## config.mk

```make
export PLATFORM = sky130hd
export DESIGN_NAME = rca_pipe_nbit
export DESIGN_NICKNAME = d
export VERILOG_FILES = /design/src/rtl/rca_pkg.sv /design/src/rtl/full_adder.sv /design/src/rtl/rca_slice.sv /design/src/rtl/rca_pipe_nbit.sv
export SDC_FILE = /design/constraint.sdc
export NUM_CORES = 1
export LEC_CHECK = 0
export CORE_ASPECT_RATIO = 0.7
export CORE_MARGIN = 2
export CORE_UTILIZATION = 50
export DETAILED_ROUTE_END_ITERATION = 10
export PLACE_DENSITY = 0.8
export SLEW_MARGIN = 30
export SYNTH_ARGS = -nofsm -noshare
export SYNTH_HDL_FRONTEND = slang
export SYNTH_HIERARCHICAL = 1
export SYNTH_SLANG_ARGS = --single-unit
```

## constraint.sdc

```tcl
create_clock -name clk -period 4.5 [get_ports clk]
set_clock_uncertainty 0.2 [all_clocks]
set_input_delay 0.9 -clock clk [delete_from_list [all_inputs] [get_ports clk]]
set_output_delay 0.9 -clock clk [all_outputs]
set_load 0.01 [all_outputs]
```

## src/rtl/rca_pkg.sv

```systemverilog
// Shared types for the pipelined ripple-carry adder.
package rca_pkg;

    typedef enum logic {
        OP_ADD = 1'b0,
        OP_SUB = 1'b1
    } op_e;

endpackage

```

## src/rtl/full_adder.sv

```systemverilog
// Single-bit full adder cell.
module full_adder (
    input  logic a,
    input  logic b,
    input  logic cin,
    output logic sum,
    output logic cout
);

    assign sum  = a ^ b ^ cin;
    assign cout = (a & b) | (cin & (a ^ b));

endmodule

```

## src/rtl/rca_slice.sv

```systemverilog
// W-bit combinational ripple-carry slice; also exposes the carry into its top bit
// so the MSB slice can form the signed-overflow term.
module rca_slice #(
    parameter int unsigned W = 8
) (
    input  logic [W-1:0] a,
    input  logic [W-1:0] b,
    input  logic         cin,
    output logic [W-1:0] sum,
    output logic         cout,
    output logic         c_msb_in
);

    logic [W:0] c;

    assign c[0] = cin;

    for (genvar i = 0; i < W; i++) begin : g_bit
        full_adder u_fa (
            .a   (a[i]),
            .b   (b[i]),
            .cin (c[i]),
            .sum (sum[i]),
            .cout(c[i+1])
        );
    end

    assign cout     = c[W];
    assign c_msb_in = c[W-1];

endmodule

```

## src/rtl/rca_pipe_nbit.sv

```systemverilog
// Pipelined ripple-carry adder/subtractor: slice k of the operands is added in stage k,
// with registered inter-slice carries and skew registers for operands and partial sums.
module rca_pipe_nbit
    import rca_pkg::*;
#(
    parameter int unsigned WIDTH  = 32,
    parameter int unsigned STAGES = 4
) (
    input  logic             clk,
    input  logic             rst_n,
    input  logic             in_valid,
    output logic             in_ready,
    input  logic [WIDTH-1:0] a,
    input  logic [WIDTH-1:0] b,
    input  logic             cin,
    input  op_e              op,
    output logic             out_valid,
    input  logic             out_ready,
    output logic [WIDTH-1:0] sum,
    output logic             cout,
    output logic             ovf
);

    localparam int unsigned W = WIDTH / STAGES;

    if (STAGES < 1 || WIDTH < 2 || (WIDTH % STAGES) != 0) begin : g_bad_params
        $error("rca_pipe_nbit: need WIDTH >= 2, STAGES >= 1 and WIDTH divisible by STAGES");
    end

    logic                          adv;
    logic [WIDTH-1:0]              b_eff;
    logic                          cin_eff;
    logic                          ovf_d, ovf_q;
    logic [STAGES-1:0]             v_d, v_q, c_d, c_q, cm_w;
    logic [STAGES-1:0][WIDTH-1:0]  a_d, a_q, b_d, b_q, s_d, s_q;

    // One global enable: the whole pipe moves whenever the output slot can be refilled.
    assign adv      = !v_q[STAGES-1] || out_ready;
    assign in_ready = adv;

    // Subtraction is a + ~b + 1; cin is ignored in that mode.
    assign b_eff   = (op == OP_SUB) ? ~b : b;
    assign cin_eff = (op == OP_SUB) ? 1'b1 : cin;

    for (genvar k = 0; k < STAGES; k++) begin : g_stage
        logic [WIDTH-1:0] a_src, b_src, s_src, s_next;
        logic             v_src, c_src;
        logic [W-1:0]     s_slice;
        logic             co, cm;

        if (k == 0) begin : g_head
            assign a_src = a;
            assign b_src = b_eff;
            assign s_src = '0;
            assign v_src = in_valid;
            assign c_src = cin_eff;
        end else begin : g_body
            assign a_src = a_q[k-1];
            assign b_src = b_q[k-1];
            assign s_src = s_q[k-1];
            assign v_src = v_q[k-1];
            assign c_src = c_q[k-1];
        end

        rca_slice #(
            .W(W)
        ) u_slice (
            .a       (a_src[k*W +: W]),
            .b       (b_src[k*W +: W]),
            .cin     (c_src),
            .sum     (s_slice),
            .cout    (co),
            .c_msb_in(cm)
        );

        always_comb begin
            s_next            = s_src;
            s_next[k*W +: W]  = s_slice;
        end

        assign a_d[k]  = a_src;
        assign b_d[k]  = b_src;
        assign s_d[k]  = s_next;
        assign v_d[k]  = v_src;
        assign c_d[k]  = co;
        assign cm_w[k] = cm;
    end

    // Signed overflow: carry into the MSB differs from carry out of it.
    assign ovf_d = cm_w[STAGES-1] ^ c_d[STAGES-1];

    always_ff @(posedge clk or negedge rst_n) begin
        if (!rst_n) begin
            v_q   <= '0;
            c_q   <= '0;
            a_q   <= '0;
            b_q   <= '0;
            s_q   <= '0;
            ovf_q <= 1'b0;
        end else if (adv) begin
            v_q   <= v_d;
            c_q   <= c_d;
            a_q   <= a_d;
            b_q   <= b_d;
            s_q   <= s_d;
            ovf_q <= ovf_d;
        end
    end

    assign out_valid = v_q[STAGES-1];
    assign sum       = s_q[STAGES-1];
    assign cout      = c_q[STAGES-1];
    assign ovf       = ovf_q;

    // Last-stage operand copies and non-MSB carry taps have no consumer.
    logic unused_skew;
    assign unused_skew = ^{a_q[STAGES-1], b_q[STAGES-1], cm_w};

endmodule

```

After elaboration in Yosys (flattened, before gate mapping)
Index checks and enable logic that the tools add are counted.

storage, ports and cells
  bits in registers = 281
  input bits = 70
  output and inout bits = 36
  word-level logic and storage cells = 179

cells by class
  mux-type cells = 2
  bitwise logic cells = 162
  reductions and logical operators = 2

operator list
  kind                count
  XOR 1 bit           65
  AND 1 bit           64
  two-way mux 32 bit  1
  NOT 32 bit          1
  OR 1 bit            32
  zero test 1 bit     1
  logical OR 1 bit    1
  two-way mux 1 bit   1

Logic depth before layout (Yosys ltp)
Gate-level depths: netlist (run 1).

  depth after elaboration = 19
  gate-level depth with buffers = 12
  depth with buffers taken out = 10

Hierarchy
The synthesis (run 1) kept the hierarchy.

by module, submodules not included
  module         times used  cells each  area an instance (um^2)  sequential area each (um^2)
  rca_pipe_nbit  1           430         7623.6                   4629.4
  full_adder     32          1           20.0                     0.0

Worst setup path before layout (run 1)
OpenSTA, ideal clock, no wires.

  path kind = input to register
  start point = input port op
  end point = register s_q, in the netlist g_stage[1].s_src[7]
  data arrival time = 4871 ps
  data required time = 4175 ps
  slack = -696 ps
  stages = 12
  path buffers = 2
  cell sequence = buf_2 buf_2 or2_2 fa_1 fa_1 fa_1 fa_1 fa_1 fa_1 fa_1 fa_1 mux2_2

between the ends
  elaborated cells between the ends (all ways) = 32

RTL lines
  item                         RTL line              text
  start, declared              rca_pipe_nbit.sv:16   input op_e op,
  two-way mux 1 bit            rca_pipe_nbit.sv:43   assign cin_eff = (op == OP_SUB) ? 1'b1 : cin;
  via cin_eff                  rca_pipe_nbit.sv:32   logic cin_eff;
  AND 1 bit                    full_adder.sv:11      assign cout = (a & b) | (cin & (a ^ b));
  OR 1 bit                     full_adder.sv:11
  via g_stage[0].u_slice.c[1]  rca_slice.sv:14       logic [W:0] c;
  AND 1 bit                    full_adder.sv:11
  OR 1 bit                     full_adder.sv:11
  via g_stage[0].u_slice.c[2]  rca_slice.sv:14
  [... 2 more ...]             n/a
  via g_stage[0].u_slice.c[3]  rca_slice.sv:14
  [... 2 more ...]             n/a
  via g_stage[0].u_slice.c[4]  rca_slice.sv:14
  [... 2 more ...]             n/a
  via g_stage[0].u_slice.c[5]  rca_slice.sv:14
  AND 1 bit                    full_adder.sv:11
  OR 1 bit                     full_adder.sv:11
  via g_stage[0].u_slice.c[6]  rca_slice.sv:14
  AND 1 bit                    full_adder.sv:11
  OR 1 bit                     full_adder.sv:11
  via g_stage[0].cm            rca_pipe_nbit.sv:49   logic co, cm;
  XOR 1 bit                    full_adder.sv:10      assign sum = a ^ b ^ cin;
  via g_stage[0].s_slice[7]    rca_pipe_nbit.sv:48   logic [W-1:0] s_slice;
  end signal, assigned         rca_pipe_nbit.sv:98   s_q <= '0;
  end signal, assigned         rca_pipe_nbit.sv:105  s_q <= s_d;
  end, declared                rca_pipe_nbit.sv:35   logic [STAGES-1:0][WIDTH-1:0] a_d, a_q, b_d, b_q, s_d, s_q;

The timed path passes the listed nets, and every way through them passes these cells.
A chain may end at the register's enable or synchronous reset.

Final worst setup path (run 1)
  start point = input port cin
  end point = register s_q, in the netlist g_stage[1].s_src[7]

between the ends
  word-level cells in the longest chain between the ends = 16

RTL lines
  item                         RTL line             text
  start, declared              rca_pipe_nbit.sv:15  input logic cin,
  two-way mux 1 bit            rca_pipe_nbit.sv:43
  via cin_eff                  rca_pipe_nbit.sv:32
  AND 1 bit                    full_adder.sv:11
  OR 1 bit                     full_adder.sv:11
  via g_stage[0].u_slice.c[1]  rca_slice.sv:14
  AND 1 bit                    full_adder.sv:11
  OR 1 bit                     full_adder.sv:11
  via g_stage[0].u_slice.c[2]  rca_slice.sv:14
  [... 2 more ...]             n/a
  via g_stage[0].u_slice.c[3]  rca_slice.sv:14
  [... 2 more ...]             n/a
  via g_stage[0].u_slice.c[4]  rca_slice.sv:14
  [... 2 more ...]             n/a
  via g_stage[0].u_slice.c[5]  rca_slice.sv:14
  AND 1 bit                    full_adder.sv:11
  OR 1 bit                     full_adder.sv:11
  via g_stage[0].u_slice.c[6]  rca_slice.sv:14
  AND 1 bit                    full_adder.sv:11
  OR 1 bit                     full_adder.sv:11
  via g_stage[0].cm            rca_pipe_nbit.sv:49
  XOR 1 bit                    full_adder.sv:10
  via g_stage[0].s_slice[7]    rca_pipe_nbit.sv:48

The timed path passes the listed nets, and every way through them passes these cells.

==> results of run 1 <==
[cells by family (layout without fill, tap and decap cells)]
group | Yosys count | in the layout | synth area share (%)
DFF | 185 | 185 | 56.02
muxes | 184 | 184 | 29.61
xor gates and xnor gates | 33 | 33 | 3.497
adders and majority gates | 32 | 32 | 7.752
buffers and inverters | 25 | 142 | 2.801
and+or+nand+nor | 3 | 3 | 0.3180
[Yosys cell counts]
| cell type | number | area, µm² |
|---|---|---|
| xor2_1 | 33 | 289.0 |
| dfrtp_1 | 185 | 4629 |
| buf_6 | 17 | 191.4 |
| nand2b_4 | 1 | 13.76 |
| mux2_2 | 84 | 945.9 |
| buf_2 | 8 | 40.04 |
| nand2b_1 | 1 | 6.260 |
| mux2_4 | 100 | 1501 |
| fa_1 | 32 | 640.6 |
| or2_2 | 1 | 6.260 |
[registers in the layout, indices dropped and copies added, names as in the netlist]
name	flops
c_q	4
ovf	1
g_stage.s_src	48
g_stage.b_src	48
v_q	4
sum	32
g_stage.a_src	48
[path summary, 6_finish.rpt]
check	startpoint	endpoint	slack [ns]	cells after the start
max in group asynchronous	rst_n	sum[0]	2.83	3
min in group clk	v_q[2]	v_q[3]	0.29	1
max	cin	g_stage[1].s_src[7]	0.09	11
max reg2reg	g_stage[3].a_src[24]	ovf	0.16	10
min	rst_n	sum[5]	0.16	1
min reg2reg	v_q[2]	v_q[3]	0.29	1
[placed cells by master (no fill, tap or decap), types with 5 or more instances in the layout]
master	n
mux2_2	83
clkbuf_16	17
fa_2	10
xor2_1	32
mux2_4	101
fa_1	22
clkdlybuf4s50_1	100
bufinv_16	5
dfrtp_1	185
[timing repair]
action                     4_1_cts  5_1_grt
resized for setup                2        5
setup endpoints to repair        1        3
setup buffers                    0        0
[routing by layer]
metal | vias up | global-route usage [%] | routed length (µm)
met1 | 2031 | 24.33 | 6583
li1 | 1798 | - | -
met5 | - | 0 | 0
met4 | 0 | 5.455 | 174
met3 | 19 | 4.438 | 546
met2 | 75 | 25.94 | 6348
[final cells by class]
cell class                 count  area (µm²)  area share, %
multi-input combinational    252        3442          33.87
clock buffer                  20       466.7          4.592
sequential                   185        4629          45.56
tap                          225       281.5          2.770
timing repair buffer         112        1151          11.33
clock inverter                10       191.4          1.884
[power breakdown]
group          switching, µW  internal [µW]
combinational            884           1770
sequential               480           2430
clock                    614           1030
[critical path: cells and delay by family]
| kind | cells | cell delay [ns] |
|---|---|---|
| adder cells (fa/ha/maj) | 8 | 2.89 |
| multiplexers | 1 | 0.26 |
| buffers and inverters | 1 | 0.23 |
| AND/OR/NAND/NOR | 1 | 0.23 |
[through the flow]
stage                     power [µW]  utilization (%)
after floorplan                 4780                -
after global placement          5461            58.18
after detailed placement        5591            58.18
after CTS                       7292            62.25
after global routing            7669            62.54
final                           7201            62.54
==> impl_metrics.json, run 1 <==
{
  "core_mm2": 0.01625,
  "worstPathRequired_ns": 4.61,
  "drive_gt1_share_pct": 40.76,
  "cp-start-kind": "primary input",
  "synth.avg_cell_area_um2": 17.89,
  "cts-buffers-inserted": 17,
  "fin_cells": 804,
  "cts-root-buf": "clkbuf_16",
  "gp_congestion": 0.7088,
  "crit_path_end_kind": "flop",
  "nets": 670,
  "cts_tree": "built",
  "slowest_stage": "fa_2",
  "ios": 106,
  "synth_nets": 564,
  "crit_arrival_ns": 4.52,
  "syn_inst": 462,
  "cts_htree_levels": 4,
  "grt-ovfl-total": 0,
  "fp-row-count": 39,
  "crit_top_cell": "fa_2",
  "antenna_found_initial": 1,
  "initial_core_util_pct": 50.86,
  "fill_cells": 1175,
  "ir_drop_mv": 0.5473,
  "critPathKind": "in2reg",
  "dieArea_mm2": 0.01759,
  "setup-violations-final": 0,
  "maxSlewViolCount": 0,
  "setup-tns-final_ns": 0,
  "first_pass_iters": 4,
  "hold_class": "in2async",
  "synth-seq-cells": 185,
  "timing.final.crit_period_ns": 4.412,
  "pwr_density_cell_mw_per_mm2": 708.6,
  "drt_iter0_drc": 121,
  "clock_sinks": 185,
  "tightest_slew_ns": 0.6777,
  "ctsHoldBuffers": 0,
  "drc": 0,
  "finalCritPeriodShare_pct": 98.04,
  "leakagePower_uw": 0.004550,
  "grt_pass1_wl_um": 23060,
  "max_freq_mhz": 226.7,
  "synthesis.area_mm2": 0.008264,
  "dpl_cell_area_mm2": 0.009454,
  "clkTransAtPathRegs_ns": 0.07,
  "drt-vias-per-instance": 4.879,
  "rsz0062_at_grt": "no",
  "portBuffers": 105,
  "crit_fanout": 1,
  "final_cell_area_mm2": 0.01016,
  "die_y_um": 111.6,
  "cts_buffer_depth": 2,
  "max_slew_margin_pct": 54.82,
  "ys_warn_count": 6,
  "via_count": 3923,
  "seq_area_frac_synth_pct": 56.02,
  "whs_ns": 0.1616,
  "setup_ws_ns": 0.08810,
  "drtAntennaViolNets": 0,
  "synthToLayoutAreaGrowth_pct": 22.97,
  "die_w_um": 157.7,
  "first_global_vias": 4414,
  "n_antenna_cell": 0,
  "drt-total-wl_um": 13650,
  "grt_use_total_pct": 17.11,
  "grt_max_degree": 113,
  "dp_hpwl_um": 9150,
  "outcome": "finished, final reports clean",
  "critPathMaxStageDelay_ns": 0.40,
  "placed_cells_incl_taps": 773,
  "clock_latency_ns": 0.42,
  "cp_cell_sequence": "dlygate4sd2_1 > or2_4 > fa_2 > fa_2 > fa_2 > fa_2 > fa_2 > fa_2 > fa_2 > fa_2 > mux2_4",
  "routedWlPerCell_um": 16.98,
  "pre_cts_ws_ns": -0.5022,
  "finalHoldViolCount": 0,
  "drv_cap": 0,
  "ys_types": 10
}
Note: power is estimated with default switching activity, not from simulation.
==> inputs of run 2 (changes only) <==
--- a/config.mk
+++ b/config.mk
@@ -10,7 +10,7 @@
 export CORE_UTILIZATION = 50
 export DETAILED_ROUTE_END_ITERATION = 10
 export PLACE_DENSITY = 0.8
-export SLEW_MARGIN = 30
+export SLEW_MARGIN = 20
 export SYNTH_ARGS = -nofsm -noshare
 export SYNTH_HDL_FRONTEND = slang
 export SYNTH_HIERARCHICAL = 1
==> impl_metrics.json, run 2 (synthesis gave the netlist of run 1 again) <==
{
  "outcome": "finished, final reports clean",
  "cp-start-kind": "primary input",
  "fp-row-count": 39,
  "crit_top_cell": "fa_2",
  "ir_drop_mv": 0.5473,
  "ctsHoldBuffers": 0,
  "first_global_vias": 4414,
  "first_pass_iters": 4,
  "grt_pass1_wl_um": 23060,
  "cts_htree_levels": 4,
  "drv_cap": 0,
  "crit_path_end_kind": "flop",
  "grt-ovfl-total": 0,
  "drtAntennaViolNets": 0,
  "dp_hpwl_um": 9150,
  "finalCritPeriodShare_pct": 98.04,
  "layout_common_cells": "dfrtp_1 (185), mux2_4 (101), clkdlybuf4s50_1 (100)",
  "antenna_found_initial": 1,
  "critPathKind": "in2reg",
  "grt_use_total_pct": 17.11,
  "die_y_um": 111.6,
  "cts-resized-gates": 2,
  "gp_congestion": 0.7088,
  "nets": 670,
  "drt-vias-per-instance": 4.878,
  "die_w_um": 157.7,
  "maxSlewViolCount": 0,
  "drt-total-wl_um": 13650,
  "pwr_density_cell_mw_per_mm2": 708.7,
  "clock_sinks": 185,
  "ios": 106,
  "max_slew_margin_pct": 54.82,
  "dieArea_mm2": 0.01759,
  "cts-buffers-inserted": 17,
  "drive_gt1_share_pct": 40.76,
  "crit_family": "adder cells",
  "cp_cell_sequence": "dlygate4sd2_1 > or2_4 > fa_2 > fa_2 > fa_2 > fa_2 > fa_2 > fa_2 > fa_2 > fa_2 > mux2_4",
  "clock_latency_ns": 0.42,
  "top_layer_used": "met4",
  "synthToLayoutAreaGrowth_pct": 22.94,
  "wl_met3_um": 546,
  "critPathMaxStageDelay_ns": 0.40,
  "crit_buf_inv": 1,
  "wl_met2_um": 6345,
  "core_mm2": 0.01625,
  "grt_max_degree": 113,
  "drc": 0,
  "max_freq_mhz": 226.7,
  "m1WireLength_um": 6581,
  "cts-root-buf": "clkbuf_16",
  "clkTransAtPathRegs_ns": 0.07,
  "portBuffers": 105,
  "slowest_stage": "fa_2",
  "crit_arrival_ns": 4.52,
  "via_count": 3922,
  "crit_fanout": 1,
  "cts_buffer_depth": 2,
  "worstPathRequired_ns": 4.61,
  "routedWlPerCell_um": 16.97,
  "cts_setup_buffers": 0,
  "tightest_slew_ns": 0.6777,
  "rsz0062_at_grt": "no",
  "finalHoldViolCount": 0,
  "n_antenna_cell": 0,
  "leakagePower_uw": 0.004549,
  "power.total_uw": 7200,
  "timing.final.crit_period_ns": 4.412,
  "initial_core_util_pct": 50.86,
  "drt_iter0_drc": 121,
  "hold_class": "in2async",
  "fill_cells": 1174,
  "mostFrequentLayoutCell": "dfrtp_1",
  "cts_tree": "built",
  "setup-violations-final": 0,
  "whs_ns": 0.1449
}
==> run 2: worst reg2reg max path, stage by stage (launching register included) <==
cell	delay (ns)
dfrtp_1	0.40
fa_2	0.44
fa_1	0.40
fa_1	0.39
fa_1	0.39
fa_1	0.39
fa_1	0.42
fa_2	0.38
fa_1	0.40
xor2_1	0.17
mux2_2	0.26
==> run 2: per-stage QoR <==
stage | TNS [ns] | utilization (%) | worst slack (ns) | instances | instance area, µm²
finish | 0 | 62.52 | 0.08810 | 804 | 10160
global route | 0 | 62.52 | 0.02376 | 804 | 10160
CTS | -0.04115 | 62.25 | -0.04115 | 803 | 10110
detailed placement | -1.083 | 58.18 | -0.5022 | 773 | 9454
global placement | -0.8989 | 58.18 | -0.4396 | 773 | 9454
floorplan | -0.3832 | - | -0.2324 | 462 | 8307
==> run 2: final timing paths <==
| path | startpoint | endpoint | slack (ns) | cells past startpoint |
|---|---|---|---|---|
| worst min register to register | v_q[2] | v_q[3] | 0.29 | 1 |
| max in group asynchronous | rst_n | sum[0] | 2.84 | 3 |
| min in group clk | v_q[2] | v_q[3] | 0.29 | 1 |
| worst min-delay path | rst_n | sum[5] | 0.14 | 1 |
| worst max register to register | g_stage[3].a_src[24] | ovf | 0.16 | 10 |
| worst max-delay path | cin | g_stage[1].s_src[7] | 0.09 | 11 |
==> run 2: area by class of cell <==
type / instances / area [µm²] / area share, %
sequential: 185 / 4629 / 45.57
multi-input combinational: 252 / 3442 / 33.88
timing repair buffer: 112 / 1149 / 11.31
clock buffer: 20 / 466.7 / 4.594
tap: 225 / 281.5 / 2.771
clock inverter: 10 / 191.4 / 1.884
==> run 2: per-layer routing <==
metal | up-vias | GRT usage [%]
met5 | - | 0
met1 | 2030 | 24.33
li1 | 1798 | -
met2 | 75 | 25.94
met4 | 0 | 5.455
met3 | 19 | 4.438
==> run 2: where the power goes <==
group          internal (µW)  total, µW  switching, µW
combinational           1770       2650            884
clock                   1030       1640            614
sequential              2430       2910            480
